$ cat src/rtl/acc_pkg.sv
`default_nettype none
// ============================================================================
// acc_pkg : opcodes, FSM encoding and multiplier step count for accumulator_unit
// Revision: 1.0
// ============================================================================
package acc_pkg;

  localparam logic [3:0] OP_NOP  = 4'd0;
  localparam logic [3:0] OP_LDI  = 4'd1;
  localparam logic [3:0] OP_LDR  = 4'd2;
  localparam logic [3:0] OP_STR  = 4'd3;
  localparam logic [3:0] OP_ADD  = 4'd4;
  localparam logic [3:0] OP_SUB  = 4'd5;
  localparam logic [3:0] OP_AND  = 4'd6;
  localparam logic [3:0] OP_OR   = 4'd7;
  localparam logic [3:0] OP_XOR  = 4'd8;
  localparam logic [3:0] OP_ADDI = 4'd9;
  localparam logic [3:0] OP_SHL  = 4'd10;
  localparam logic [3:0] OP_SHR  = 4'd11;
  localparam logic [3:0] OP_MUL  = 4'd12;

  typedef enum logic [0:0] {
    ST_IDLE = 1'b0,
    ST_MUL  = 1'b1
  } state_e;

  localparam int MUL_STEPS = 8;

endpackage
`default_nettype wire

$ cat src/rtl/accumulator_unit_mul.sv
`default_nettype none
// ============================================================================
// shift_add_multiplier : unsigned W x W multiplier, one shift-add step per cycle
// Revision: 1.0
// ============================================================================
module shift_add_multiplier
  import acc_pkg::*;
#(
  parameter int W = MUL_STEPS
) (
  input  logic           clk,
  input  logic           rst_n,
  input  logic           start_i,
  input  logic [W-1:0]   a_i,
  input  logic [W-1:0]   b_i,
  output logic           busy_o,
  output logic           done_o,
  output logic [2*W-1:0] product_o
);

  localparam int CW = $clog2(W);

  logic [CW-1:0]  cnt_q;
  logic           busy_q;
  logic [2*W-1:0] mcand_q;
  logic [2*W-1:0] prod_q;
  logic [2*W-1:0] prod_d;
  logic [W-1:0]   mplier_q;

  assign prod_d = prod_q + (mplier_q[0] ? mcand_q : '0);

  always_ff @(posedge clk or negedge rst_n) begin
    if (!rst_n) begin
      cnt_q    <= '0;
      busy_q   <= 1'b0;
      mcand_q  <= '0;
      prod_q   <= '0;
      mplier_q <= '0;
    end else if (start_i) begin
      cnt_q    <= '0;
      busy_q   <= 1'b1;
      mcand_q  <= {{W{1'b0}}, a_i};
      prod_q   <= '0;
      mplier_q <= b_i;
    end else if (busy_q) begin
      prod_q   <= prod_d;
      mcand_q  <= mcand_q << 1;
      mplier_q <= mplier_q >> 1;
      cnt_q    <= cnt_q + 1'b1;
      if (cnt_q == CW'(W - 1)) begin
        busy_q <= 1'b0;
      end
    end
  end

  // The final partial sum is presented combinationally so the caller can
  // capture the full product on the same edge as the last step.
  assign busy_o    = busy_q;
  assign done_o    = busy_q && (cnt_q == CW'(W - 1));
  assign product_o = prod_d;

endmodule
`default_nettype wire

$ cat src/rtl/accumulator_unit.sv
`default_nettype none
// ============================================================================
// accumulator_unit : 8-bit accumulator stage with ALU, multi-cycle MUL,
// STR write-back and one-entry write-back forwarding.
// Revision: 1.0
// ============================================================================
module accumulator_unit
  import acc_pkg::*;
#(
  parameter int WORD_SIZE   = 8,
  parameter int INDEX_SIZE  = 4,
  parameter int OPCODE_SIZE = 4
) (
  input  logic                   clk,
  input  logic                   rst_n,
  input  logic                   op_valid,
  output logic                   op_ready,
  input  logic [OPCODE_SIZE-1:0] opcode,
  input  logic [INDEX_SIZE-1:0]  reg_index,
  input  logic [WORD_SIZE-1:0]   imm,
  output logic [INDEX_SIZE-1:0]  read_address,
  input  logic [WORD_SIZE-1:0]   operand,
  output logic                   write_enable,
  output logic [INDEX_SIZE-1:0]  write_address,
  output logic [WORD_SIZE-1:0]   write_data,
  output logic [WORD_SIZE-1:0]   acc,
  output logic                   zero,
  output logic                   carry
);

  state_e                  state_q;
  logic [WORD_SIZE-1:0]    acc_q;
  logic                    zero_q;
  logic                    carry_q;
  logic                    ready_q;
  logic                    we_q;
  logic [INDEX_SIZE-1:0]   waddr_q;
  logic [WORD_SIZE-1:0]    wdata_q;

  logic [WORD_SIZE-1:0]    src;
  logic [WORD_SIZE-1:0]    add_b;
  logic [WORD_SIZE:0]      sum;
  logic [WORD_SIZE:0]      diff;
  logic [WORD_SIZE-1:0]    acc_d;
  logic                    carry_d;
  logic                    acc_wr;
  logic                    accept;
  logic                    mul_start;
  logic                    mul_busy;
  logic                    mul_done;
  logic [2*WORD_SIZE-1:0]  mul_product;

  assign read_address = reg_index;
  assign accept       = op_valid && op_ready;
  assign mul_start    = accept && (opcode == OP_MUL);

  // A write pulse in flight has not reached the file yet, so bypass it.
  assign src   = (we_q && (waddr_q == reg_index)) ? wdata_q : operand;
  assign add_b = (opcode == OP_ADDI) ? imm : src;
  assign sum   = {1'b0, acc_q} + {1'b0, add_b};
  assign diff  = {1'b0, acc_q} - {1'b0, src};

  always_comb begin
    acc_d   = acc_q;
    carry_d = carry_q;
    acc_wr  = 1'b1;
    case (opcode)
      OP_LDI:          begin acc_d = imm;           carry_d = 1'b0; end
      OP_LDR:          begin acc_d = src;           carry_d = 1'b0; end
      OP_ADD, OP_ADDI: {carry_d, acc_d} = sum;
      OP_SUB:          {carry_d, acc_d} = diff;
      OP_AND:          begin acc_d = acc_q & src;   carry_d = 1'b0; end
      OP_OR:           begin acc_d = acc_q | src;   carry_d = 1'b0; end
      OP_XOR:          begin acc_d = acc_q ^ src;   carry_d = 1'b0; end
      OP_SHL:          {carry_d, acc_d} = {acc_q, 1'b0};
      OP_SHR:          {acc_d, carry_d} = {1'b0, acc_q};
      default:         acc_wr = 1'b0;
    endcase
  end

  shift_add_multiplier #(
    .W (WORD_SIZE)
  ) u_mul (
    .clk       (clk),
    .rst_n     (rst_n),
    .start_i   (mul_start),
    .a_i       (acc_q),
    .b_i       (src),
    .busy_o    (mul_busy),
    .done_o    (mul_done),
    .product_o (mul_product)
  );

  always_ff @(posedge clk or negedge rst_n) begin
    if (!rst_n) begin
      state_q <= ST_IDLE;
      acc_q   <= '0;
      zero_q  <= 1'b1;
      carry_q <= 1'b0;
      ready_q <= 1'b1;
      we_q    <= 1'b0;
      waddr_q <= '0;
      wdata_q <= '0;
    end else begin
      we_q <= 1'b0;
      case (state_q)
        ST_IDLE: begin
          if (accept) begin
            if (opcode == OP_STR) begin
              we_q    <= 1'b1;
              waddr_q <= reg_index;
              wdata_q <= acc_q;
            end else if (opcode == OP_MUL) begin
              state_q <= ST_MUL;
              ready_q <= 1'b0;
            end else if (acc_wr) begin
              acc_q   <= acc_d;
              carry_q <= carry_d;
              zero_q  <= (acc_d == '0);
            end
          end
        end
        ST_MUL: begin
          if (mul_done) begin
            acc_q   <= mul_product[WORD_SIZE-1:0];
            carry_q <= |mul_product[2*WORD_SIZE-1:WORD_SIZE];
            zero_q  <= (mul_product[WORD_SIZE-1:0] == '0);
            state_q <= ST_IDLE;
            ready_q <= 1'b1;
          end
        end
        default: begin
          state_q <= ST_IDLE;
          ready_q <= 1'b1;
        end
      endcase
    end
  end

  assign op_ready      = ready_q & ~mul_busy;
  assign write_enable  = we_q;
  assign write_address = waddr_q;
  assign write_data    = wdata_q;
  assign acc           = acc_q;
  assign zero          = zero_q;
  assign carry         = carry_q;

endmodule
`default_nettype wire

$ cat config.mk
export PLATFORM = sky130hd
export DESIGN_NAME = accumulator_unit
export DESIGN_NICKNAME = d
export VERILOG_FILES = /design/src/rtl/acc_pkg.sv /design/src/rtl/accumulator_unit_mul.sv /design/src/rtl/accumulator_unit.sv
export SDC_FILE = /design/constraint.sdc
export NUM_CORES = 1
export LEC_CHECK = 0
export ABC_AREA = 1
export CAP_MARGIN = 20
export CORE_MARGIN = 4
export CORE_UTILIZATION = 40
export DETAILED_ROUTE_END_ITERATION = 8
export PLACE_DENSITY = 0.59
export SLEW_MARGIN = 15
export SYNTH_ARGS = -nofsm -noshare
export SYNTH_HDL_FRONTEND = slang
export SYNTH_SLANG_ARGS = --single-unit
$ cat constraint.sdc
create_clock -name clk -period 7.49 [get_ports clk]
set_input_delay 2.247 -clock clk [delete_from_list [all_inputs] [get_ports clk]]
set_output_delay 2.247 -clock clk [all_outputs]
set_load 0.01 [all_outputs]
==> results of run 1 <==
[cell type report]
cell class / count / area (um2)
clock buffer: 12 / 246
clock inverter: 4 / 95.1
fill: 1372 / 6820
inverter: 126 / 478
multi-input combinational: 558 / 3090
sequential: 69 / 1730
tap: 176 / 220
timing repair buffer: 58 / 566
[power groups by stage]
stage / Combinational [W] / Clock (W) / Sequential, W
CTS: 0.000120 / 0.000504 / 0.000373
global route: 0.000135 / 0.000524 / 0.000373
finish: 0.000122 / 0.000495 / 0.000373
detailed placement: 0.000119 / 0 / 0.000380
global placement: 0.000118 / 0 / 0.000380
floorplan: 0.0000750 / 0 / 0.000380
[kinds of logic (layout without fill, tap and decap cells)]
family / after synthesis / count (layout) / synth area share [%]
and+or+nand+nor: 341 / 341 / 27.0
AOI/OAI and AO/OA: 162 / 162 / 18.1
buffers and inverters: 148 / 200 / 11.0
xor gates and xnor gates: 15 / 15 / 2.43
DFF: 69 / 69 / 32.0
adders and majority gates: 40 / 40 / 9.53
[metal layers]
metal / up-vias / global-route usage, % / part of all wire, %
met2: 173 / 35.0 / 46
met4: 0 / 9.35 / 3.4
li1: 2642 / - / -
met5: - / 0 / 0
met1: 2510 / 31.1 / 45
met3: 44 / 4.37 / 6.1
[stage by stage]
stage                     utilization (%)  hold slack [ns]  worst slack, ns  total power, W
after detailed placement             45.9            0.466             1.45        0.000499
after global routing                 48.5            0.497             1.42         0.00103
after CTS                            48.5            0.482             1.81        0.000997
final                                48.5            0.483             1.77        0.000990
after global placement               45.9            0.464             1.58        0.000498
after floorplan                         -            0.442             2.38        0.000455
[worst max-delay path by stage]
stage | start | slack, ns | cells after the start | to
finish | reg_index[2] | 1.77 | 26 | acc[6]$_DFFE_PN0P_
global route | reg_index[0] | 1.42 | 27 | zero$_DFFE_PN1P_
CTS | reg_index[2] | 1.81 | 26 | acc[6]$_DFFE_PN0P_
detailed placement | reg_index[2] | 1.45 | 26 | acc[6]$_DFFE_PN0P_
global placement | reg_index[2] | 1.58 | 26 | acc[6]$_DFFE_PN0P_
floorplan | reg_index[0] | 2.38 | 25 | acc[6]$_DFFE_PN0P_
[state kept, by name, indices dropped and copies added (netlist names)]
signal,cells
acc,8
carry,1
ready_q,1
state_q,1
u_mul.busy_o,1
u_mul.cnt_q,3
u_mul.mcand_q,16
u_mul.mplier_q,8
u_mul.prod_q,16
write_address,4
write_data,8
write_enable,1
zero,1
[tightest hold or removal path, stage by stage, from the launching register on]
cell	delay, ns
dfrtp_1	0.34
nand2_1	0.05
nand2_1	0.06
[cell usage in the layout (no fill, tap or decap), types with 2 or more instances in the layout]
cell	synthesis	final
a21boi_0	2	2
inv_2	2	2
o21ai_1	2	2
clkbuf_16	0	9
xnor2_1	6	6
dfrtp_1	67	67
bufinv_16	0	3
o22ai_1	18	18
ha_1	38	38
dfstp_2	2	2
a21oi_1	37	37
o221ai_1	6	6
fa_1	2	2
nand2_2	4	4
o21bai_1	2	2
nand3_1	46	46
a22o_1	4	4
nor3_1	7	7
nand2_1	219	219
nor2_2	3	4
buf_4	4	4
inv_1	123	123
o21ai_2	2	2
nand4_1	12	12
clkdlybuf4s50_1	0	53
xor2_1	9	9
nor2_1	38	37
o21ai_0	60	60
a211oi_1	7	7
or2_2	4	4
a21oi_2	2	2
o211ai_1	12	12
clkbuf_1	16	2
nor2_4	3	3
==> impl_metrics.env, run 1 <==
export IMPL_min_to="u_mul.mcand_q[15]$_DFFE_PN0P_"
export IMPL_netlist_top_cells_count="nand2_1, inv_1, dfrtp_1"
export IMPL_clk_latency_ns=0.34
export IMPL_finalHoldViolCount=0
export IMPL_clk_pin_slew_ns=0.06
export IMPL_stdcell_area_um2=6420
export IMPL_num_rows=42
export IMPL_drv_slew=0
export IMPL_initial_core_util_pct=40.9
export IMPL_end_kind="register"
export IMPL_rsz0062_at_grt="false"
export IMPL_outcome="finished clean"
export IMPL_switching_share_pct=24.1
export IMPL_yosys_area_top_type="dfrtp_1"
export IMPL_cap_viol_max_count=0
export IMPL_hold_buffers=0
export IMPL_synth_ff_latch_count=69
export IMPL_synth_area_per_cell_um2=6.98
export IMPL_cts_made_buffers=9
export IMPL_fp_dieW_um=124
export IMPL_gp_congestion=0.968
export IMPL_tns_ns=0
export IMPL_clock_sinks=69
export IMPL_worstPathMaxFanout=10
export IMPL_ys_warn_count=0
export IMPL_crit_type="in -> reg"
export IMPL_worst_path_max_delay_cell="clkdlybuf4s50_1"
export IMPL_worstSetupStartpointType="input port"
export IMPL_ys_top_cells_by_area="dfrtp_1, nand2_1, ha_1"
export IMPL_ant_nets=0
export IMPL_grt_overflow_total=0
export IMPL_wl_per_cell_um=17.2
export IMPL_setup_violations=0
export IMPL_placedCellCount=987
export IMPL_worstMarginPinSlew_ns=0.912
export IMPL_peakVddDrop_v=0.000103
export IMPL_comb_power_share_pct=12.3
export IMPL_cts_tree="done"
export IMPL_num_io_pins=55
export IMPL_ctsResizeCount=0
export IMPL_cp_top_family="simple AND/OR/NAND/NOR gates"
export IMPL_finClkSkew_ns=0.00516
export IMPL_power_density_nw_per_um2=154
export IMPL_die_y_um=124
export IMPL_dp_hpwl_um=12900
export IMPL_r2r_start="write_address[3]$_DFFE_PN0P_"
export IMPL_wirelength_um=17300
export IMPL_period_minus_slack_ns=5.72
export IMPL_post_route_drc_count=0
export IMPL_p_leak_nw=3.40
export IMPL_slew_headroom_pct=39.0
export IMPL_syn_to_final_growth_pct=18.8
export IMPL_reg2reg_depth=25
export IMPL_ys_seq_area_share_pct=32.0
export IMPL_dpl_cell_area_um2=6080
export IMPL_finalCritPeriodShare_pct=76.4
export IMPL_via_count=5369
export IMPL_p_seq_share_pct=37.7
export IMPL_yosysUniqueCellTypes=47
export IMPL_grt_pass1_vias=5245
export IMPL_cts_setup_buffers=0
export IMPL_first_pass_iters=5
export IMPL_layout_cells_non_filler=1003
export IMPL_root_buffer="clkbuf_16"
export IMPL_synthArstFlopShare_pct=100
export IMPL_die_area_um2=15500
export IMPL_core_um2=13200
export IMPL_syn_inst=775
export IMPL_intPower_w=0.000752
export IMPL_via_per_inst=5.35
export IMPL_hold_depth=2
export IMPL_synth_fp_nets=842
export IMPL_power_switching_w=0.000238
export IMPL_crit_required_ns=7.67
export IMPL_syn_area_um2=5410
export IMPL_drtIter0Drc=494
export IMPL_yosysTopAreaCellShare_pct=31.0
export IMPL_reg2reg_to="acc[6]$_DFFE_PN0P_"
export IMPL_synth_most_common_cell="nand2_1"
export IMPL_nets=889
export IMPL_clock_fmax_ghz=0.175
export IMPL_htreeDepth=3
export IMPL_grt_pass1_wl_um=28300
export IMPL_worstHoldStart="u_mul.mcand_q[15]$_DFFE_PN0P_"
export IMPL_drive_gt1_share_pct=5.68
export IMPL_clock_power_share_pct=50.0
export IMPL_hp_class="reg -> reg"
export IMPL_synth_main_ff_cell="dfrtp_1"
export IMPL_globalRouteTotalUtil_pct=22.7
export IMPL_synth_edf_count=0
export IMPL_path_common_cell="nand2_1"
export IMPL_grt_antenna_before_repair=0
export IMPL_clockBufferDepth=2
export IMPL_grt_start_max_net_pins=70
export IMPL_n_antenna_cell=0
export IMPL_critPathBufInv=4
export IMPL_reg2reg_slack_ns=3.78
export IMPL_max_stage_delay_ns=0.49
export IMPL_io_buffer_count=54
export IMPL_crit_arrival_ns=5.91
Note: power is estimated with default switching activity, not from simulation.
==> run 2, diff against run 1 <==
PLACE_DENSITY = 0.61   (was 0.59)
clock period = 4.91 ns   (was 7.49 ns; I/O delays follow)
==> run 2 against run 1 <==
  * Power rose by 39%
  * Die area did not move
  * Sequential share of layout area fell by 0.62 points
  * Clock power rose by 23%
  * Non-clock buffer count rose by 26
  * Global-route usage barely moved
  * Clock-buffer cell count rose by 2
  * Highest routed layer unchanged
==> impl_metrics.env, run 2 (synthesized netlist as in run 1, its figures left out) <==
export IMPL_num_rows=42
export IMPL_via_per_inst=5.41
export IMPL_wirelength_um=17300
export IMPL_hold_buffers=0
export IMPL_tns_ns=0
export IMPL_grt_pass1_wl_um=28200
export IMPL_io_buffer_count=54
export IMPL_globalRouteTotalUtil_pct=22.6
export IMPL_via_count=5570
export IMPL_period_minus_slack_ns=4.68
export IMPL_peakVddDrop_v=0.000162
export IMPL_cts_made_buffers=9
export IMPL_finalCritPeriodShare_pct=95.2
export IMPL_worstPathMaxFanout=3
export IMPL_r2r_start="write_address[0]$_DFFE_PN0P_"
export IMPL_cts_tree="done"
export IMPL_crit_required_ns=5.12
export IMPL_grt_start_max_net_pins=33
export IMPL_syn_to_final_growth_pct=21.6
export IMPL_grt_pass1_vias=5458
export IMPL_min_to="u_mul.mplier_q[7]$_DFFE_PN0P_"
export IMPL_reg2reg_depth=24
export IMPL_setup_violations=0
export IMPL_reg2reg_to="acc[6]$_DFFE_PN0P_"
export IMPL_dp_hpwl_um=13100
export IMPL_num_io_pins=55
export IMPL_hp_class="reg -> reg"
export IMPL_clock_fmax_ghz=0.214
export IMPL_root_buffer="clkbuf_16"
export IMPL_fp_dieW_um=124
export IMPL_comb_power_share_pct=14.5
export IMPL_initial_core_util_pct=40.9
export IMPL_clock_power_share_pct=44.1
export IMPL_power_w=0.00138
export IMPL_p_leak_nw=3.51
export IMPL_reg2reg_slack_ns=1.49
export IMPL_fin_util_pct=49.7
export IMPL_worstHoldStart="u_mul.mplier_q[7]$_DFFE_PN0P_"
export IMPL_core_um2=13200
export IMPL_critPathBufInv=4
export IMPL_end_kind="register"
export IMPL_clk_pin_slew_ns=0.06
export IMPL_cap_viol_max_count=0
export IMPL_clock_sinks=69
export IMPL_p_seq_share_pct=41.4
export IMPL_switching_share_pct=26.1
export IMPL_htreeDepth=3
export IMPL_first_pass_iters=5
export IMPL_grt_antenna_before_repair=0
export IMPL_final_cell_mix="nand2_1, inv_1, dfrtp_1, o21ai_0, clkdlybuf4s50_1"
export IMPL_outcome="finished clean"
export IMPL_drive_gt1_share_pct=9.03
export IMPL_n_antenna_cell=0
export IMPL_rsz0062_at_grt="true"
export IMPL_finClkSkew_ns=0.00947
export IMPL_fill_cells=1386
export IMPL_post_route_drc_count=0
export IMPL_power_switching_w=0.000359
export IMPL_drv_slew=0
export IMPL_drtIter0Drc=423
export IMPL_die_area_um2=15500
export IMPL_cp_top_family="simple AND/OR/NAND/NOR gates"
export IMPL_grt_overflow_total=0
export IMPL_intPower_w=0.00102
export IMPL_nets=915
export IMPL_layout_commonest_cell="nand2_1"
export IMPL_worstMarginPinSlew_ns=0.782
export IMPL_finalHoldViolCount=0
export IMPL_clk_latency_ns=0.34
export IMPL_wl_per_cell_um=16.8
export IMPL_path_common_cell="nand2_1"
export IMPL_power_density_nw_per_um2=209
export IMPL_hold_depth=2
export IMPL_die_y_um=124
export IMPL_reg_largest_list="u_mul.mcand_q: 16 flops, u_mul.prod_q: 16 flops"
export IMPL_crit_arrival_ns=4.88
export IMPL_gp_congestion=0.960
export IMPL_max_stage_delay_ns=0.48
export IMPL_worst_path_max_delay_cell="clkdlybuf4s50_1"
export IMPL_crit_type="in -> reg"
export IMPL_worstSetupStartpointType="input port"
export IMPL_slew_headroom_pct=47.8
export IMPL_clockBufferDepth=2
export IMPL_ant_nets=0
[run 2: cell types whose count changed in the layout (fill, tap and decap cells not counted), sizes merged]
cell,previous run,this run
buf,5,31
bufinv,3,0
clkbuf,12,14
clkdlybuf4s50,53,52
clkinv,2,3
dlymetal6s2s,0,1
[run 2: cell type report]
cell class	count	area [um2]	area share, %
Timing Repair Buffer	84	767	11.7
Multi-Input combinational cell	558	3110	47.3
Clock inverter	2	10.0	0.152
Inverter	126	478	7.27
Clock buffer	14	264	4.01
Sequential cell	69	1730	26.3
Tap cell	176	220	3.35
[run 2: routing by layer]
layer,global-route usage [%],vias up,wire [um]
li1,-,2689,-
met1,30.8,2654,7720
met2,35.2,192,7890
met3,4.55,35,1170
met4,9.35,0,531
met5,0,-,0
[run 2: what timing repair did]
item | 4_1_cts | 5_1_grt
gates resized for setup | 0 | 9
setup buffers | 0 | 1
setup endpoints to repair | 0 | 3
[run 2: how the worst max path moves through the flow]
stage                      start            endpoint  slack [ns]  depth (start not counted)
global placement    reg_index[2]  acc[6]$_DFFE_PN0P_       -0.01                         26
floorplan           reg_index[0]  acc[6]$_DFFE_PN0P_        0.58                         25
finish              reg_index[0]  acc[6]$_DFFE_PN0P_        0.23                         26
detailed placement  reg_index[2]  acc[6]$_DFFE_PN0P_       -0.13                         26
CTS                 reg_index[2]  acc[6]$_DFFE_PN0P_        0.23                         26
global route        reg_index[1]  acc[6]$_DFFE_PN0P_       -0.03                         26
[run 2: through the flow]
stage	instance area, um2	hold WS (ns)	instances	setup WS, ns
3_5_place_dp	6270	0.476	1012	-0.129
6_report	6580	0.494	1029	0.235
4_1_cts	6550	0.493	1028	0.230
5_1_grt	6580	0.526	1029	-0.0295
3_3_place_gp	6270	0.460	1012	-0.0115
2_1_floorplan	5410	0.442	775	0.577
[run 2: worst min-delay path: stages (launching register included)]
cell     delay [ns]
dfrtp_1        0.34
nand2_1        0.05
o21ai_0        0.06
[run 2: power by group through the flow]
stage / clock network [W] / registers, W / logic (W)
floorplan: 0 / 0.000579 / 0.000114
global placement: 0 / 0.000579 / 0.000192
detailed placement: 0 / 0.000579 / 0.000193
CTS: 0.000617 / 0.000569 / 0.000195
global route: 0.000649 / 0.000569 / 0.000223
finish: 0.000607 / 0.000569 / 0.000200
==> run 3, diff against run 2 <==
CTS_CLUSTER_SIZE = 8   (was not set)
==> results of run 3 <==
The final DEF is identical to that of run 2; final timing and power are the same.
